==> src/rtl/box_muller_pkg.sv <==
// Shared types and sizing helpers for the Box-Muller sequencer and its output FIFO.
package box_muller_pkg;

  typedef enum logic [1:0] {
    ST_IDLE  = 2'd0,
    ST_RUN   = 2'd1,
    ST_DRAIN = 2'd2,
    ST_DONE  = 2'd3
  } bm_state_e;

  localparam int DEF_PIPE_LAT   = 3;
  localparam int DEF_FIFO_DEPTH = 8;

  // Pointer width indexes the entries; count width must also represent "full".
  function automatic int ptr_w(input int depth);
    return (depth > 1) ? $clog2(depth) : 1;
  endfunction

  function automatic int cnt_w(input int depth);
    return $clog2(depth + 1);
  endfunction

  localparam int DEF_PTR_W = ptr_w(DEF_FIFO_DEPTH);
  localparam int DEF_CNT_W = cnt_w(DEF_FIFO_DEPTH);

endpackage

==> src/rtl/bm_out_fifo.sv <==
// First-word fall-through FIFO holding sin/cos sample pairs for the consumer.
module bm_out_fifo
  import box_muller_pkg::*;
#(
  parameter int WIDTH = 64,
  parameter int DEPTH = DEF_FIFO_DEPTH,
  localparam int AW = ptr_w(DEPTH),
  localparam int CW = cnt_w(DEPTH)
) (
  input  logic             clk,
  input  logic             rst,
  input  logic             push,
  input  logic [WIDTH-1:0] wr_data,
  input  logic             pop,
  output logic [WIDTH-1:0] rd_data,
  output logic             valid,
  output logic [CW-1:0]    count
);

  logic [WIDTH-1:0] mem [DEPTH];
  logic [AW-1:0]    wr_ptr;
  logic [AW-1:0]    rd_ptr;
  logic             do_push;
  logic             do_pop;

  // A pop on an empty FIFO is dropped; a push into a full FIFO only lands if a pop frees the slot.
  assign do_pop  = pop && (count != '0);
  assign do_push = push && ((count != CW'(DEPTH)) || do_pop);

  always_ff @(posedge clk) begin
    if (rst) begin
      wr_ptr <= '0;
      rd_ptr <= '0;
      count  <= '0;
    end else begin
      if (do_push) wr_ptr <= wr_ptr + 1'b1;
      if (do_pop)  rd_ptr <= rd_ptr + 1'b1;
      case ({do_push, do_pop})
        2'b10:   count <= count + 1'b1;
        2'b01:   count <= count - 1'b1;
        default: count <= count;
      endcase
    end
  end

  always_ff @(posedge clk) begin
    if (do_push) mem[wr_ptr] <= wr_data;
  end

  // Head is masked while empty so stale entries never appear after reset.
  assign valid   = (count != '0);
  assign rd_data = valid ? mem[rd_ptr] : '0;

endmodule

==> src/rtl/box_muller_ctrl.sv <==
// Issue sequencer for the Box-Muller datapath: credit-gated generator advance, latency tracking, output buffering.
module box_muller_ctrl
  import box_muller_pkg::*;
#(
  parameter int OUT        = 32,
  parameter int PIPE_LAT   = DEF_PIPE_LAT,
  parameter int FIFO_DEPTH = DEF_FIFO_DEPTH,
  parameter int CNT_W      = 16
) (
  input  logic             clk,
  input  logic             rst,
  input  logic             start,
  input  logic [CNT_W-1:0] n_pairs,
  input  logic             stop,
  output logic             urng_en,
  output logic             rom_re,
  input  logic [OUT-1:0]   x1_in,
  input  logic [OUT-1:0]   x2_in,
  output logic [OUT-1:0]   out1,
  output logic [OUT-1:0]   out2,
  output logic             out_valid,
  input  logic             out_ready,
  output logic             busy,
  output logic             done
);

  localparam int FCW = cnt_w(FIFO_DEPTH);

  bm_state_e        state;
  logic [PIPE_LAT:1] vld;
  logic [CNT_W-1:0] remaining;
  logic             continuous;
  logic [FCW-1:0]   fifo_count;
  logic [FCW:0]     inflight;
  logic             credit_ok;
  logic             issue;

  always_comb begin
    inflight = '0;
    for (int i = 1; i <= PIPE_LAT; i++) inflight = inflight + (FCW + 1)'(vld[i]);
  end

  // Credit counts samples still in the pipe; a same-cycle pop is deliberately not credited.
  assign credit_ok = (({1'b0, fifo_count} + inflight) < (FCW + 1)'(FIFO_DEPTH));
  assign issue     = (state == ST_RUN) && !stop && credit_ok && (continuous || (remaining != '0));

  assign urng_en = issue;
  assign rom_re  = vld[1];
  assign busy    = (state != ST_IDLE);
  assign done    = (state == ST_DONE);

  always_ff @(posedge clk) begin
    if (rst) begin
      state      <= ST_IDLE;
      vld        <= '0;
      remaining  <= '0;
      continuous <= 1'b0;
    end else begin
      vld[1] <= issue;
      for (int i = 2; i <= PIPE_LAT; i++) vld[i] <= vld[i-1];
      if (issue && !continuous) remaining <= remaining - 1'b1;

      case (state)
        ST_IDLE: begin
          if (start) begin
            state      <= ST_RUN;
            remaining  <= n_pairs;
            continuous <= (n_pairs == '0);
          end
        end
        ST_RUN: begin
          if (stop)
            state <= ST_DRAIN;
          else if (issue && !continuous && (remaining == CNT_W'(1)))
            state <= ST_DRAIN;
        end
        ST_DRAIN: begin
          if ((inflight == '0) && (fifo_count == '0)) state <= ST_DONE;
        end
        ST_DONE: state <= ST_IDLE;
        default: state <= ST_IDLE;
      endcase
    end
  end

  bm_out_fifo #(
    .WIDTH (2 * OUT),
    .DEPTH (FIFO_DEPTH)
  ) u_out_fifo (
    .clk     (clk),
    .rst     (rst),
    .push    (vld[PIPE_LAT]),
    .wr_data ({x1_in, x2_in}),
    .pop     (out_ready),
    .rd_data ({out1, out2}),
    .valid   (out_valid),
    .count   (fifo_count)
  );

endmodule

==> config.mk <==
export PLATFORM = sky130hd
export DESIGN_NAME = box_muller_ctrl
export DESIGN_NICKNAME = d
export VERILOG_FILES = /design/src/rtl/box_muller_pkg.sv /design/src/rtl/bm_out_fifo.sv /design/src/rtl/box_muller_ctrl.sv
export SDC_FILE = /design/constraint.sdc
export NUM_CORES = 1
export LEC_CHECK = 0
export CAP_MARGIN = 25
export CORE_MARGIN = 5
export CORE_UTILIZATION = 58
export DETAILED_ROUTE_END_ITERATION = 10
export GPL_TIMING_DRIVEN = 0
export PLACE_DENSITY_LB_ADDON = 0.15
export SLEW_MARGIN = 20
export SYNTH_ARGS = -nofsm -noshare
export SYNTH_HDL_FRONTEND = slang
export SYNTH_HIERARCHICAL = 1
export SYNTH_SLANG_ARGS = --single-unit
==> constraint.sdc <==
create_clock -name clk -period 8.84 [get_ports clk]
set_clock_uncertainty 0.15 [all_clocks]
set_input_delay 2.21 -clock clk [delete_from_list [all_inputs] [get_ports clk]]
set_output_delay 2.21 -clock clk [all_outputs]
set_load 0.02 [all_outputs]
==> Yosys cells after proc, flatten, opt, wreduce, memory -nomap -nowiden <==
Memory sizes are Yosys's and may differ from the RTL's. A register that Yosys moved wholly into a read port is not among the register bits.
Cells that the tools add are included.
Widths: inputs -> output; s select.
{ "word_totals": {"mem_count": 1, "regBits": 32, "ramBits": 512, "output_inout_bits": 69, "elab_cells": 63} }
{ "classes": {"n_lt_le_gt_ge": 1, "addsub": 8, "reduce_logical": 22, "eq_ne": 10, "mux": 14} }
{ "mem_list": {"columns": ["name", "depth", "width", "read_ports", "rd_clocked_by_memory_dff", "write_ports", "line_no", "rtl"], "rows": [
  ["u_out_fifo.mem", 8, 64, 1, 1, 1, "bm_out_fifo.sv:20", "logic [WIDTH-1:0] mem [DEPTH];"]
]} }
{ "ops": {"columns": ["op", "n"], "rows": [
  ["$mux 64", 1],
  ["$mux 16", 3],
  ["$eq 16x1->1 const B", 1],
  ["$logic_not 16->1", 1],
  ["$reduce_bool 16->1", 1],
  ["$sub 16x1->16 const B", 1],
  ["$logic_and 1x1->1", 8],
  ["$mux 2", 4],
  ["$pmux 2 s4", 1],
  ["$pmux 4 s2", 1],
  ["$add 3x1->3 const B", 2],
  ["$eq 2x2->1 const B", 3],
  ["$mux 3", 2],
  ["$add 4x3->5", 1],
  ["$logic_not 5->1", 1],
  ["$lt 5x4->1 const B", 1],
  ["$add 4x1->4 const B", 1],
  ["$eq 2x1->1 const B", 2],
  ["$logic_not 4->1", 1],
  ["$ne 2x2->1 const B", 2],
  ["$ne 4x4->1 const B", 1],
  ["$reduce_bool 2->1", 2],
  ["$reduce_bool 4->1", 1],
  ["$sub 4x1->4 const B", 1],
  ["other kinds (9)", 12]
]} }

==> Logic depth before layout (Yosys ltp) <==
Gate-level depths: netlist of run 1.
{ "logic_depth": {"word_depth": 11, "mapped_depth": 12, "mapped_depth_nobuf": 11} }

==> Hierarchy <==
The synthesis of run 1 kept the hierarchy.
{ "by_module_without_submodules": {"columns": ["module", "seq_area_each_um2", "cells_each", "n_inst", "area_per_inst_um2"], "rows": [
  ["bm_out_fifo", 15635.0, 895, 1, 20119.3],
  ["box_muller_ctrl", 440.4, 163, 1, 1393.8]
]} }

==> Least setup slack after synthesis of run 1 <==
No wires, ideal clock.
{ "synth_path": {"kind": "input to register", "from": "input out_ready", "to": "memory u_out_fifo.mem[0][0], enable pin", "arrival_time_ns": 7.409, "path_slack_ns": 0.716, "path_stages": 5, "n_path_buf": 1, "required_ns": 8.125, "path_cell_list": "clkbuf_1 -> nand2b_1 -> o21ai_1 -> or2_2 -> nor3_1"} }
{ "synth_via": {"elab_chain_cells": 5} }
{ "synth_lines": {"columns": ["item", "line_no", "rtl"], "rows": [
  ["start: declaration", "box_muller_ctrl.sv:22", "input logic out_ready,"],
  ["$logic_and 1x1->1", "bm_out_fifo.sv:27", "assign do_pop = pop && (count != '0);"],
  ["$logic_or 1x1->1", "bm_out_fifo.sv:28", "assign do_push = push && ((count != CW'(DEPTH)) || do_pop);"],
  ["$logic_and 1x1->1", "bm_out_fifo.sv:28", null],
  ["$mux 1", "bm_out_fifo.sv:47", "if (do_push) mem[wr_ptr] <= wr_data;"],
  ["$mux 1 (not written as such)", "bm_out_fifo.sv:47", null],
  ["end: declaration", "bm_out_fifo.sv:20", null]
]} }
No other way between the ends.

==> Final worst setup path of run 1 <==
{ "layout_path": {"from": "input stop", "to": "output urng_en"} }
{ "layout_via": {"elab_chain_cells": 4} }
{ "layout_lines": {"columns": ["item", "line_no", "rtl"], "rows": [
  ["start: declaration", "box_muller_ctrl.sv:14", "input logic stop,"],
  ["$logic_not 1->1", "box_muller_ctrl.sv:45", "assign issue = (state == ST_RUN) && !stop && credit_ok && (continuous || (remaining != '0));"],
  ["$logic_and 1x1->1 (3 in a row)", "box_muller_ctrl.sv:45", null],
  ["end: declaration", "box_muller_ctrl.sv:15", "output logic urng_en,"]
]} }
No other way between the ends.

==> impl_metrics.toml, run 1 <==
[layout]
area_growth_pct = 20.7
n_fill_cell = 2326
layout_common_cells = "512 x edfxtp_1, 152 x clkdlybuf4s50_1, 128 x mux4_2"
antennaDiodeCount = 0
final_common_cell = "edfxtp_1"
stdcell_area_um2 = 26000
final_util = 0.709
drive_gt1_frac = 0.217
nets = 1404
stdcell_count = 1812

[yosys]
ys_async_sr_fraction = 0
synthesis.area_um2 = 21500
yosys.area.top_type_share = 0.715
synth_edf_count = 512
synth_area_per_cell_um2 = 20.3
ys_seq_area_frac = 0.747
synth_seq_cells = 547
synthTopCellsByArea = "edfxtp_1 71%, mux4_2 13%, dfxtp_1 3.3%"
synth_ff_type = "edfxtp_1"
synth.distinct_cells = 58
syn_inst = 1058
yosys.area.top_type = "edfxtp_1"
yosysWarnings = 6
synthesis.nets = 1157

[clocking]
numCtsBuffers = 53
ctsResizeCount = 0
cts-root-buf = "clkbuf_16"
cts_setup_buffers = 0
holdBufCountCts = 0
cts_buffer_depth = 3
cts_max_level = 2
clk_pin_slew_ns = 0.06
cts_num_sinks = 547
cts_tree = "built"
insertion_delay_ns = 0.58

[sta]
slew_viol_final = 0
setup_slack_ns = 2.44
maxSlewHeadroom = 0.392
finalHoldViolCount = 0
fin_crit_sh = 0.724
setup_viol = 0
fmax_mhz = 156
worst_slew_pin_slew_ns = 0.912
rsz0062_at_grt = "false"
layout_min_cycle_time_ns = 6.40
holdWs_ns = 0.346

[placed_design]
dp.cells = 1718
hpwl_um = 28500
place_area_um2 = 24400
globalplace.congestion = 0.811
pre_cts_slack_ns = 2.43
portBuffers = 152

[setup_path]
critical_path_peak_fanout = 10
reg2reg_depth = 7
cp_slowest_stage_delay_ns = 0.63
setup.worst_path.end = "urng_en"
r2r_setup_slack_ns = 5.73
crit_path_cell_trace = "clkdlybuf4s50_1 -> nand2b_1 -> a211o_1 -> buf_6 -> a21oi_1 -> clkdlybuf4s50_1"
cpMostUsedCell = "clkdlybuf4s50_1"
crit_type = "primary input to output port"
r2r_start = "vld[3]$_SDFF_PP0_"
end_kind = "output port"
cp-startpoint = "stop"
crit_arrival_ns = 4.04
cp_slowest_cell = "clkdlybuf4s50_1"
rr_endpoint = "u_out_fifo/mem[0][35]$_DFFE_PP_"
startpoint_type = "primary input"
worst_ep_required_time_ns = 6.48

[die]
die_y_um = 203
dieWidth_um = 203
die_area_um2 = 41000
start_util = 0.588
rows = 70
fp.coreArea_um2 = 36600
num_io_pins = 154

[power_and_ir_drop]
p_comb_frac = 0.218
switching_power_uw = 1700
ir_drop_mv = 0.166
power.internal_uw = 4700
seq_power_share = 0.456
p_per_area_nw_per_um2 = 246
pwr-share-clk = 0.326
p_sw_frac = 0.266
p_leak_uw = 0.00816

[global_routing]
grtUsageTotal = 0.219
grt_pass1_vias = 11627
grt_pass1_wl_um = 68500
grt_start_max_net_pins = 21
grt-ovfl-total = 0
antenna_found_initial = 2

[detailed_routing]
wl_per_cell_um = 24.2
route.antenna.remaining_nets = 0
via_per_inst = 5.97
drt-total-wl_um = 43900
drc = 0
via_count = 10820
drtIter0Drc = 678
dr.pass1.iters = 5

[run_status]
status = "completed"

[worst_hold_path]
hp-class = "flop to flop"

[run]
drv_cap = 0
==> critical path, delay by kind of cell <==
family | cells | cell delay, ns
buffers and inverters | 3 | 1.16
AO/OA/AOI/OAI | 2 | 0.48
AND/OR/NAND/NOR | 1 | 0.18
==> registers in the layout (all words and copies together) (netlist names), named ones only <==
register           count
u_out_fifo/count       4
continuous             1
u_out_fifo/mem       512
vld                    3
u_out_fifo/rd_ptr      3
state                  2
remaining             16
u_out_fifo/wr_ptr      3
==> per-stage QoR <==
stage	power, uW	setup TNS [ns]
2_1_floorplan	3810	0
3_5_place_dp	4380	0
4_1_cts	6470	0
3_3_place_gp	4360	-513.41
6_report	6400	0
5_1_grt	6680	0
==> worst min path at each step <==
| stage | from | endpoint | depth (start not counted) |
|---|---|---|---|
| 2_1_floorplan | u_out_fifo/rd_ptr[1]$_SDFFE_PP0N_ | flop | 2 |
| 3_3_place_gp | u_out_fifo/wr_ptr[0]$_SDFFE_PP0P_ | u_out_fifo/wr_ptr[0]$_SDFFE_PP0P_ | 2 |
| 3_5_place_dp | vld[2]$_SDFF_PP0_ | vld[3]$_SDFF_PP0_ | 1 |
| 4_1_cts | vld[2]$_SDFF_PP0_ | vld[3]$_SDFF_PP0_ | 1 |
| 5_1_grt | vld[2]$_SDFF_PP0_ | vld[3]$_SDFF_PP0_ | 1 |
| 6_report | vld[2]$_SDFF_PP0_ | vld[3]$_SDFF_PP0_ | 1 |
==> Yosys cell counts (3+ instances only) <==
cell type / count
mux2i_1: 69
or3_1: 5
nand2_1: 10
edfxtp_1: 512
xnor2_1: 9
nor2b_1: 5
o21ai_0: 4
nor4_1: 7
nand3_1: 5
or4_1: 4
buf_4: 13
inv_1: 12
clkbuf_1: 10
mux4_2: 128
nand2b_1: 6
nand4_1: 3
ha_1: 12
buf_6: 3
xor2_1: 3
a311oi_1: 6
a211oi_1: 9
nor3_1: 10
dfxtp_1: 35
nor2_1: 102
a21oi_1: 8
buf_2: 26
==> layer usage <==
metal | GRT usage | vias up | part of all wire
met1 | 0.312 | 5600 | 0.43
met5 | 0 | - | 0.00034
met3 | 0.0444 | 73 | 0.057
li1 | - | 4833 | -
met4 | 0.0538 | 4 | 0.021
met2 | 0.357 | 310 | 0.49
==> cell families (layout without fill, tap and decap cells) <==
family          Yosys count  count (layout)  share of synthesized area
simple gates            175             175                     0.0393
xor+xnor                 12              12                    0.00489
fa+ha+maj                14              14                    0.00884
compound gates           48              48                     0.0174
buf+inv                  65             351                     0.0162
flops                   547             547                      0.747
mux                     197             197                      0.166
==> area by class of cell <==
cell class	instances	area [um2]	share of cell area
inverters	12	45.0	0.00173
flip-flops and latches	547	16100	0.619
well taps	468	586	0.0225
clock inverters	18	139	0.00535
multi-input cells	446	5140	0.198
plain buffers	53	303	0.0117
clock buffers	76	1450	0.0560
repair buffers	192	2220	0.0856
==> power by group through the flow <==
stage          Sequential (uW)  Combinational, uW  Clock [uW]
6_report                  2920               1400        2090
5_1_grt                   2920               1510        2250
4_1_cts                   2920               1420        2130
3_5_place_dp              2970               1410           0
3_3_place_gp              2970               1390           0
2_1_floorplan             2960                846           0
(Power assumes the default switching activity.)
==> run 2: changes to the inputs <==
Clock period 8.84 ns to 5.9 ns, I/O delays scaled along.
==> impl_metrics.toml, run 2 (same netlist as run 1, synthesis figures left out) <==
[sta]
worst_slew_pin_slew_ns = 0.903
layout_min_cycle_time_ns = 4.93
setup_slack_ns = 0.970
fin_crit_sh = 0.836
setup_viol = 0
holdWs_ns = 0.337
slew_viol_final = 0
fmax_mhz = 203
rsz0062_at_grt = "false"
finalHoldViolCount = 0
maxSlewHeadroom = 0.393

[setup_path]
startpoint_type = "primary input"
r2r_start = "vld[1]$_SDFF_PP0_"
crit_arrival_ns = 3.30
crit_type = "primary input to output port"
worst_ep_required_time_ns = 4.28
cp-startpoint = "stop"
critical_path_peak_fanout = 10
end_kind = "output port"

[power_and_ir_drop]
ir_drop_mv = 0.319
p_leak_uw = 0.00823
p_per_area_nw_per_um2 = 376

[global_routing]
antenna_found_initial = 2
grt_start_max_net_pins = 21
grt-ovfl-total = 0
grtUsageTotal = 0.222
grt_pass1_vias = 11308
grt_pass1_wl_um = 68500

[clocking]
insertion_delay_ns = 0.58
cts_buffer_depth = 3
cts_max_level = 2
holdBufCountCts = 0
cts_tree = "built"
ctsResizeCount = 0
cts_setup_buffers = 0
cts-root-buf = "clkbuf_16"
numCtsBuffers = 53
clk_pin_slew_ns = 0.06
cts_num_sinks = 547

[layout]
largest_register = "u_out_fifo/mem"
drive_gt1_frac = 0.225
largestRegisters = "u_out_fifo/mem (512), remaining (16), u_out_fifo/count (4)"
stdcell_area_um2 = 26200
area_growth_pct = 22.0
layout_common_cells = "512 x edfxtp_1, 152 x clkdlybuf4s50_1, 128 x mux4_2"
nets = 1397
final_common_cell = "edfxtp_1"
largest_reg_flops = 512

[run]
drv_cap = 0

[placed_design]
place_area_um2 = 24500
pre_cts_slack_ns = 0.955
portBuffers = 152
hpwl_um = 28400
globalplace.congestion = 0.824

[detailed_routing]
routed-wl-met3_um = 2960
drt-total-wl_um = 44900
drtIter0Drc = 904
top_layer_used = "met4"
route.antenna.remaining_nets = 0
via_count = 10842
wl_per_cell_um = 24.8
dr.pass1.iters = 6
drt-met1-wl_um = 18900
drc = 0
dr_wl_met2_um = 22300
via_per_inst = 5.99

[run_status]
status = "completed"

[die]
dieWidth_um = 203
rows = 70
num_io_pins = 154
fp.coreArea_um2 = 36600
die_y_um = 203
start_util = 0.588
die_area_um2 = 41000

[worst_hold_path]
hp-class = "flop to flop"
worstHoldStart = "vld[2]$_SDFF_PP0_"
[run 2: cell count changes in the layout (fill, tap and decap cells not counted), moves of 3 or more]
| cell | change |
|---|---|
| buf_4 | -14 |
| clkinv_2 | +8 |
| clkinvlp_4 | +4 |
| bufinv_16 | +6 |
| buf_16 | +5 |
| clkbuf_1 | -9 |
| buf_6 | -4 |
| diode_2 | +3 |
| buf_8 | +6 |
| clkinv_1 | -4 |
[run 2: layer usage]
layer  up-vias  track usage
met2       358        0.364
met3        58       0.0423
li1       4820            -
met1      5606        0.317
met4         0       0.0560
met5         -            0
[run 2: worst max-delay path, stage by stage]
cell and delay [ns]:
clkdlybuf4s50_1 0.39, nand2b_1 0.18, a211o_1 0.31, buf_6 0.15
a21oi_1 0.16, clkdlybuf4s50_1 0.63
[run 2: layout make-up]
type | instances | area, um2
Antenna cell | 3 | 7.51
Clock buffer | 65 | 1390
Fill cell | 2256 | 10400
Sequential cell | 547 | 16100
Clock inverter | 32 | 374
Tap cell | 468 | 586
Buffer | 53 | 303
Multi-Input combinational cell | 446 | 5160
Inverter | 12 | 45.0
Timing Repair Buffer | 185 | 2300
[run 2: where the power goes]
part           switching (uW)  total, uW  internal (uW)
Combinational            1150       2100            948
Sequential               67.7       4370           4310
Clock                    1370       3400           2030
[run 2: final timing paths]
kind | end | slack [ns] | cells past startpoint
worst min register to register | vld[3]$_SDFF_PP0_ | 0.34 | 1
worst min-delay path | vld[3]$_SDFF_PP0_ | 0.34 | 1
worst max-delay path | urng_en | 0.97 | 6
worst max register to register | remaining[7]$_SDFF_PP0_ | 2.76 | 8
[run 2: through the flow]
step / instances / util / total power (uW) / TNS (ns)
after global placement: 1678 / 0.645 / 6540 / -1192.18
final: 1811 / 0.717 / 9870 / 0
after detailed placement: 1711 / 0.668 / 6570 / 0
after global routing: 1809 / 0.717 / 10300 / 0
after CTS: 1808 / 0.717 / 9970 / 0
after floorplan: 1058 / - / 5710 / 0
